`config.mk`:
```
export PLATFORM = sky130hd
export DESIGN_NAME = boron_ark_pipe
export DESIGN_NICKNAME = d
export VERILOG_FILES = /design/src/rtl/boron_pkg.sv /design/src/rtl/boron_skid_fifo2.sv /design/src/rtl/boron_ark_pipe.sv
export SDC_FILE = /design/constraint.sdc
export NUM_CORES = 1
export LEC_CHECK = 0
export CAP_MARGIN = 20
export CORE_MARGIN = 1
export CORE_UTILIZATION = 26
export DETAILED_ROUTE_END_ITERATION = 16
export GPL_TIMING_DRIVEN = 0
export SLEW_MARGIN = 20
export SYNTH_ARGS = -nofsm -noshare
export SYNTH_HDL_FRONTEND = slang
export SYNTH_SLANG_ARGS = --single-unit
```
`constraint.sdc`:
```
create_clock -name clk_i -period 10.7 [get_ports clk_i]
set_input_delay 2.14 -clock clk_i [delete_from_list [all_inputs] [get_ports clk_i]]
set_output_delay 2.14 -clock clk_i [all_outputs]
set_load 0.01 [all_outputs]
```
`src/rtl/boron_pkg.sv`:
```
// Shared constants and key-rotation helpers for the boron add-round-key stage.
package boron_pkg;

    localparam int BLOCK_W_DEF = 64;
    localparam int KEY_W_DEF   = 80;

    // Widest key the rotation helpers handle; keys are zero-extended to this.
    localparam int KEY_MAX = 128;

    localparam logic MODE_ENC = 1'b0;
    localparam logic MODE_DEC = 1'b1;

    // Rotate the low 'width' bits of key left by 'amount'; upper bits must be zero.
    function automatic logic [KEY_MAX-1:0] rotl_key(input logic [KEY_MAX-1:0] key,
                                                    input int width, input int amount);
        logic [KEY_MAX-1:0] mask;
        mask = {KEY_MAX{1'b1}} >> (KEY_MAX - width);
        return ((key << amount) | (key >> (width - amount))) & mask;
    endfunction

    // Rotate the low 'width' bits of key right by 'amount'; upper bits must be zero.
    function automatic logic [KEY_MAX-1:0] rotr_key(input logic [KEY_MAX-1:0] key,
                                                    input int width, input int amount);
        logic [KEY_MAX-1:0] mask;
        mask = {KEY_MAX{1'b1}} >> (KEY_MAX - width);
        return ((key >> amount) | (key << (width - amount))) & mask;
    endfunction

endpackage

```
`src/rtl/boron_skid_fifo2.sv`:
```
// Two-entry valid/ready FIFO. Exposes the next-cycle full flag so the
// producer can register its ready without a combinational path from pop.
module boron_skid_fifo2 #(
    parameter int WIDTH = 69
) (
    input  logic             clk,
    input  logic             rst,
    input  logic             push,
    input  logic [WIDTH-1:0] push_data,
    input  logic             pop_ready,
    output logic             out_valid,
    output logic [WIDTH-1:0] out_data,
    output logic             full_next
);

    logic [WIDTH-1:0] head, tail, head_next, tail_next;
    logic [1:0]       count, count_next;
    logic             pop, push_ok;

    assign pop       = (count != 2'd0) && pop_ready;
    assign push_ok   = push && ((count != 2'd2) || pop);
    assign out_valid = (count != 2'd0);
    assign out_data  = head;
    assign full_next = (count_next == 2'd2);

    // Next-state for the two slots and occupancy; head is always the oldest entry.
    always_comb begin
        head_next  = head;
        tail_next  = tail;
        count_next = count;
        case ({push_ok, pop})
            2'b10: begin
                if (count == 2'd0) head_next = push_data;
                else               tail_next = push_data;
                count_next = count + 2'd1;
            end
            2'b01: begin
                head_next  = tail;
                count_next = count - 2'd1;
            end
            2'b11: begin
                if (count == 2'd2) begin
                    head_next = tail;
                    tail_next = push_data;
                end else begin
                    head_next = push_data;
                end
            end
            default: ;
        endcase
    end

    // Slot and occupancy registers; reset drops any queued blocks.
    always_ff @(posedge clk or posedge rst) begin
        if (rst) begin
            head  <= '0;
            tail  <= '0;
            count <= 2'd0;
        end else begin
            head  <= head_next;
            tail  <= tail_next;
            count <= count_next;
        end
    end

endmodule

```
`src/rtl/boron_ark_pipe.sv`:
```
// Add-round-key stage: XORs each accepted block with the live round key and
// then steps the key schedule forward (encrypt) or backward (decrypt).
module boron_ark_pipe
    import boron_pkg::*;
#(
    parameter int BLOCK_W = BLOCK_W_DEF,
    parameter int KEY_W   = KEY_W_DEF,
    parameter int ROUNDS  = 25,
    parameter int RC_W    = 5,
    parameter int RC_LSB  = 59,
    parameter int KEY_ROT = 13
) (
    input  logic               clk_i,
    input  logic               rst_i,
    input  logic               key_load_i,
    input  logic [KEY_W-1:0]   key_i,
    input  logic               mode_i,
    input  logic               in_valid_i,
    output logic               in_ready_o,
    input  logic [BLOCK_W-1:0] data_i,
    output logic               out_valid_o,
    input  logic               out_ready_i,
    output logic [BLOCK_W-1:0] data_o,
    output logic [RC_W-1:0]    round_o,
    output logic               done_o
);

    logic [KEY_W-1:0]        rk, rk_next;
    logic [RC_W-1:0]         round, round_next, round_inc;
    logic                    mode, mode_next, done_next;
    logic                    accept, last_round, fifo_full_next, in_ready_next;
    logic [BLOCK_W+RC_W-1:0] fifo_out;

    assign accept     = in_valid_i && in_ready_o;
    assign round_inc  = round + RC_W'(1);
    assign last_round = (mode == MODE_ENC) ? (round == RC_W'(ROUNDS)) : (round == '0);

    // Key schedule step on accept; a coincident load wins over the step.
    always_comb begin
        rk_next    = rk;
        round_next = round;
        mode_next  = mode;
        done_next  = done_o;
        if (accept) begin
            if (last_round) begin
                done_next = 1'b1;
            end else if (mode == MODE_ENC) begin
                rk_next    = KEY_W'(rotl_key(KEY_MAX'(rk), KEY_W, KEY_ROT))
                             ^ (KEY_W'(round_inc) << RC_LSB);
                round_next = round_inc;
            end else begin
                rk_next    = KEY_W'(rotr_key(KEY_MAX'(rk ^ (KEY_W'(round) << RC_LSB)),
                                             KEY_W, KEY_ROT));
                round_next = round - RC_W'(1);
            end
        end
        if (key_load_i) begin
            rk_next    = key_i;
            mode_next  = mode_i;
            round_next = (mode_i == MODE_DEC) ? RC_W'(ROUNDS) : '0;
            done_next  = 1'b0;
        end
        in_ready_next = !done_next && !fifo_full_next;
    end

    // Key, round counter, mode, done flag and registered ready.
    always_ff @(posedge clk_i or posedge rst_i) begin
        if (rst_i) begin
            rk         <= '0;
            round      <= '0;
            mode       <= MODE_ENC;
            done_o     <= 1'b1;
            in_ready_o <= 1'b0;
        end else begin
            rk         <= rk_next;
            round      <= round_next;
            mode       <= mode_next;
            done_o     <= done_next;
            in_ready_o <= in_ready_next;
        end
    end

    boron_skid_fifo2 #(
        .WIDTH(BLOCK_W + RC_W)
    ) u_fifo (
        .clk       (clk_i),
        .rst       (rst_i),
        .push      (accept),
        .push_data ({data_i ^ rk[BLOCK_W-1:0], round}),
        .pop_ready (out_ready_i),
        .out_valid (out_valid_o),
        .out_data  (fifo_out),
        .full_next (fifo_full_next)
    );

    assign data_o  = fifo_out[BLOCK_W+RC_W-1:RC_W];
    assign round_o = fifo_out[RC_W-1:0];

endmodule

```
* Word level (Yosys, flattened, before mapping) *
Cells that the tools add are included.

word-level totals
  bits in registers = 228
  input bits = 150
  word-level logic and storage cells = 64

operators by class
  add/subtract/negate cells = 4
  equal/unequal tests = 11
  mux-type cells = 20
  bitwise logic cells = 5
  reductions and logical operators = 16

operators with widths
  operator             count
  $mux 80              4
  $mux 69              4
  $pmux 69 s3          1
  $xor 80x64->80       2
  $pmux 69 s2          1
  $or 67x80->80        1
  $or 80x13->80        1
  $xor 64x64->64       1
  $mux 5               5
  $eq 2x2->1 const B   4
  $ne 2x2->1 const B   3
  $reduce_bool 2->1    3
  $add 5x1->5 const B  1
  $eq 5x5->1 const B   1
  $logic_not 5->1      1
  $sub 5x1->5 const B  1
  $logic_and 1x1->1    4
  $mux 1               4
  $ne 2x1->1 const B   2
  $pmux 2 s2           1
  $reduce_and 2->1     2
  $reduce_and 3->1     1
  $reduce_bool 3->1    1
  $add 2x1->2 const B  1
  5 further kinds      6

* Longest topological paths before layout *
  depth after elaboration = 9
  mapped depth = 10
  mapped depth without buffers = 7

* Hierarchy *
From an unflattened synthesis, not the netlist that was laid out.

unflattened totals
  cells, all modules = 1148
  area, all modules = 12500.7 sq um

by module, submodules not included
  module            instances  cells each  area an instance (sq um)
  boron_skid_fifo2  1          569         6673.9
  boron_ark_pipe    1          579         5826.8

* Worst setup path before layout *
Ideal clock, no wire load.

  kind = input to register
  start point = input port in_valid_i
  end point = register u_fifo.tail[0]
  library setup time = 0.125 ns
  arrival time = 3.720 ns
  required time = 10.575 ns
  slack = 6.856 ns
  cell stages on the path = 10
  path buffers = 4
  cells stage by stage = nand2_1 -> clkbuf_1 -> a21oi_1 -> ha_1 -> and2_0 -> o21a_1 -> clkbuf_1 -> buf_6 -> buf_6 -> mux2_2

between the ends
  longest elaborated chain between the ends = 5

RTL lines
  element                                       RTL line                source
  start, declared                               boron_ark_pipe.sv:18    input logic in_valid_i,
  $logic_and 1x1->1 (*)                         boron_ark_pipe.sv:34    assign accept = in_valid_i && in_ready_o;
  $logic_and 1x1->1 (*)                         boron_skid_fifo2.sv:21  assign push_ok = push && ((count != 2'd2) || pop);
  $eq 2x2->1                                    boron_skid_fifo2.sv:31  case ({push_ok, pop})
  $ne 2x1->1 (no line) (tied with other cells)  --
  $reduce_and 3->1 (no line)                    --
  end signal, assigned                          boron_skid_fifo2.sv:61  tail <= tail_next;
  end, declared                                 boron_skid_fifo2.sv:16  logic [WIDTH-1:0] head, tail, head_next, tail_next;

Every way passes the cells marked *; elsewhere a longest branch is shown, timed or not.
A chain may end at the register's enable or synchronous reset.

* Worst setup path in the final report *
  start point = input port in_valid_i
  end point = register u_fifo.tail[3]

Same word-level chain as after synthesis.

==> reports/metrics.cfg <==
[pwr]
power_frac_clock_pct=24.6
p_leak_nw=6.87
intPower_mw=2.75
p_seq_share_pct=37.4
ir_drop_mv=0.109
p_sw_share_pct=35.6
total_power_mw=4.27
power_frac_comb_pct=38.0
switchingPower_mw=1.52
powerDensity_nw_per_um2=271

[timing]
fin_crit_sh_pct=43.5
fin_crit_ps=4650
slew_headroom_pct=30.9
hold_viol=0
tightest_slew_ps=1030
fmax_mhz=215
rsz0062_at_grt=false
skew_ps=11.1
final-setup-viol-count=0
whs_ps=494
slew_violations=0

[setup_path]
cp.required_ps=11130
worstPathCellList=clkdlybuf4s50_1, nand2_1, clkbuf_1, a21oi_1, ha_1, and2_0, o21a_1, clkbuf_1, buf_6, buf_6, mux2_2
critPathMaxFanout=10
startpoint_type=primary input
path_class=in -> reg
crit_arrival_ps=5080
slowest_stage=clkbuf_1
slowest_delay_ps=640
cp_top_family=buffers and inverters
worstSetupEndpointType=flop
timing.critical_path.buf_inv=5

[logic_synthesis]
ys_ff_latch=228
yosys_warnings=0
synthFlopType=dfrtp_1
synth_edf_count=0
synth_area_sq_um=11800
syn-instance-count=1051
async_flop_share_pct=100
ys_seq_area_share_pct=48.5
synth_area_per_cell_sq_um=11.2
ys_types=45
synth_fp_nets=1205

[global_route]
grt_max_degree=101
grt_pass1_wl_mm=61.8
grt_pass1_vias=9405
track_usage_pct=18.1
antenna_found_initial=3
grt_overflow=0

[floorplanning]
die_w_um=215
die_h_um=215
rows=77
initial_core_util_pct=26.5
die_area_sq_um=46100
core_area_sq_um=44400
ioPinCount=222

[cells_and_area]
final_layout_size_suffix_gt1_share_pct=18.9
regArea_sq_um=5710
fin_nets=1457
fin_area_sq_um=15800
fin_cells=1918
multi_input_area_sq_um=5610
final_cell_mix=227 x dfrtp_1, 220 x clkdlybuf4s50_1, 139 x mux2_2, 135 x mux2i_1, 84 x nand2_1
final_common_cell=dfrtp_1
fillers=4407
area_delta_synth_final_pct=34.3

[placement]
dp_hpwl_mm=32.0
numPortBuffers=220
place_area_sq_um=14800
gp_congestion=0.882
dp_cells=1865

[detailed_routing]
vias_per_cell=4.77
dr.first_iter.drc_count=653
firstDrtPassIters=5
wl_per_cell_um=21.9
dr_total_vias=9150
drc=0
ant_nets=0
routed_wl_mm=42.0

[outcome]
status=complete, no violations

[clock_tree]
cts_root_buf=clkbuf_16
cts_max_level=1
ctsResizeCount=0
clockBufferDepth=3
ctsHoldBuffers=0
cts.reportedPaths.clkPinSlew_ps=60
clk_latency_ps=550
numCtsBuffers=28
postCtsSetupBuffers=0
cts_tree=built
clock-sinks=228

[worst_hold_path]
min_path_type=reg -> reg

[flow_run]
drv_cap=0

-- logic make-up (layout without fill, tap and decap cells) --
family	Yosys count	after routing	synth area share, %
AOI/OAI and AO/OA	199	199	9.55
DFF	228	228	48.5
buffers and inverters	82	356	3.71
xor gates and xnor gates	78	78	5.81
and+or+nand+nor	181	181	6.52
adders and majority gates	4	4	0.426
muxes	279	279	25.4
other	0	1	0
-- tightest hold or removal path, stage by stage, from the launching register on --
cell     delay (ps)
dfrtp_1         340
a22oi_1          70
nand2_1          60
-- routing by layer --
metal	global-route usage [%]	part of all wire (%)
met1	24.4	45
met2	28.7	46
met3	3.45	6.1
met4	6.76	3.4
met5	0	0.024
-- metrics by stage --
step	setup TNS (ps)	utilization, %	setup slack (ps)
5_1_grt	0	35.6	5850
4_1_cts	0	35.5	5990
6_report	0	35.6	6050
2_1_floorplan	0	-	2310
3_3_place_gp	-223290	33.1	-1010
3_5_place_dp	0	33.2	5420
-- worst paths after layout --
kind / from / endpoint / slack, ps / cells past startpoint
max reg2reg: in_ready_o / u_fifo.tail[3] / 7770 / 10
max in group asynchronous: rst_i / rk[61] / 7460 / 4
min in group asynchronous: rst_i / u_fifo.out_data[26] / 2010 / 2
max: in_valid_i / u_fifo.tail[3] / 6050 / 11
min: u_fifo.tail[4] / u_fifo.out_data[4] / 490 / 2
min reg2reg: u_fifo.tail[4] / u_fifo.out_data[4] / 490 / 2
-- flip-flops by register name, indices dropped and copies added, names as in the netlist --
name,cells
u_fifo.tail,69
round,5
mode,1
rk,80
in_ready_o,1
u_fifo.count,2
done_o,1
u_fifo.out_data,69
-- power groups by stage --
| stage | Combinational [mW] | Sequential, mW | Clock [mW] |
|---|---|---|---|
| final | 1.62 | 1.60 | 1.05 |
| after global routing | 1.77 | 1.64 | 1.11 |
| after CTS | 1.64 | 1.59 | 1.08 |
| after detailed placement | 1.63 | 1.61 | 0 |
| after global placement | 1.60 | 1.60 | 0 |
| after floorplan | 0.970 | 1.51 | 0 |
-- synth_stat cells (10+ instances only) --
cell | instances | area share, %
mux2_2 | 139 | 13
clkbuf_1 | 27 | 0.86
dfrtp_1 | 227 | 48
buf_6 | 10 | 0.96
buf_2 | 34 | 1.4
nand2_1 | 84 | 2.7
a21oi_1 | 82 | 3.5
a211oi_1 | 11 | 0.70
xnor2_1 | 12 | 0.89
o21ai_0 | 74 | 3.1
nor2_1 | 73 | 2.3
xor2_1 | 66 | 4.9
mux2i_1 | 135 | 11
-- final cells by class --
cell class,instances,share of cell area [%]
flip-flops and latches,228,36.1
multi-input cells,741,35.6
repair buffers,222,14.3
clock buffers,33,4.82
well taps,592,4.69
plain buffers,77,2.65
clock inverters,19,1.68
inverters,5,0.166
diodes,1,0.0158
Power figures use the tool's default switching activity.
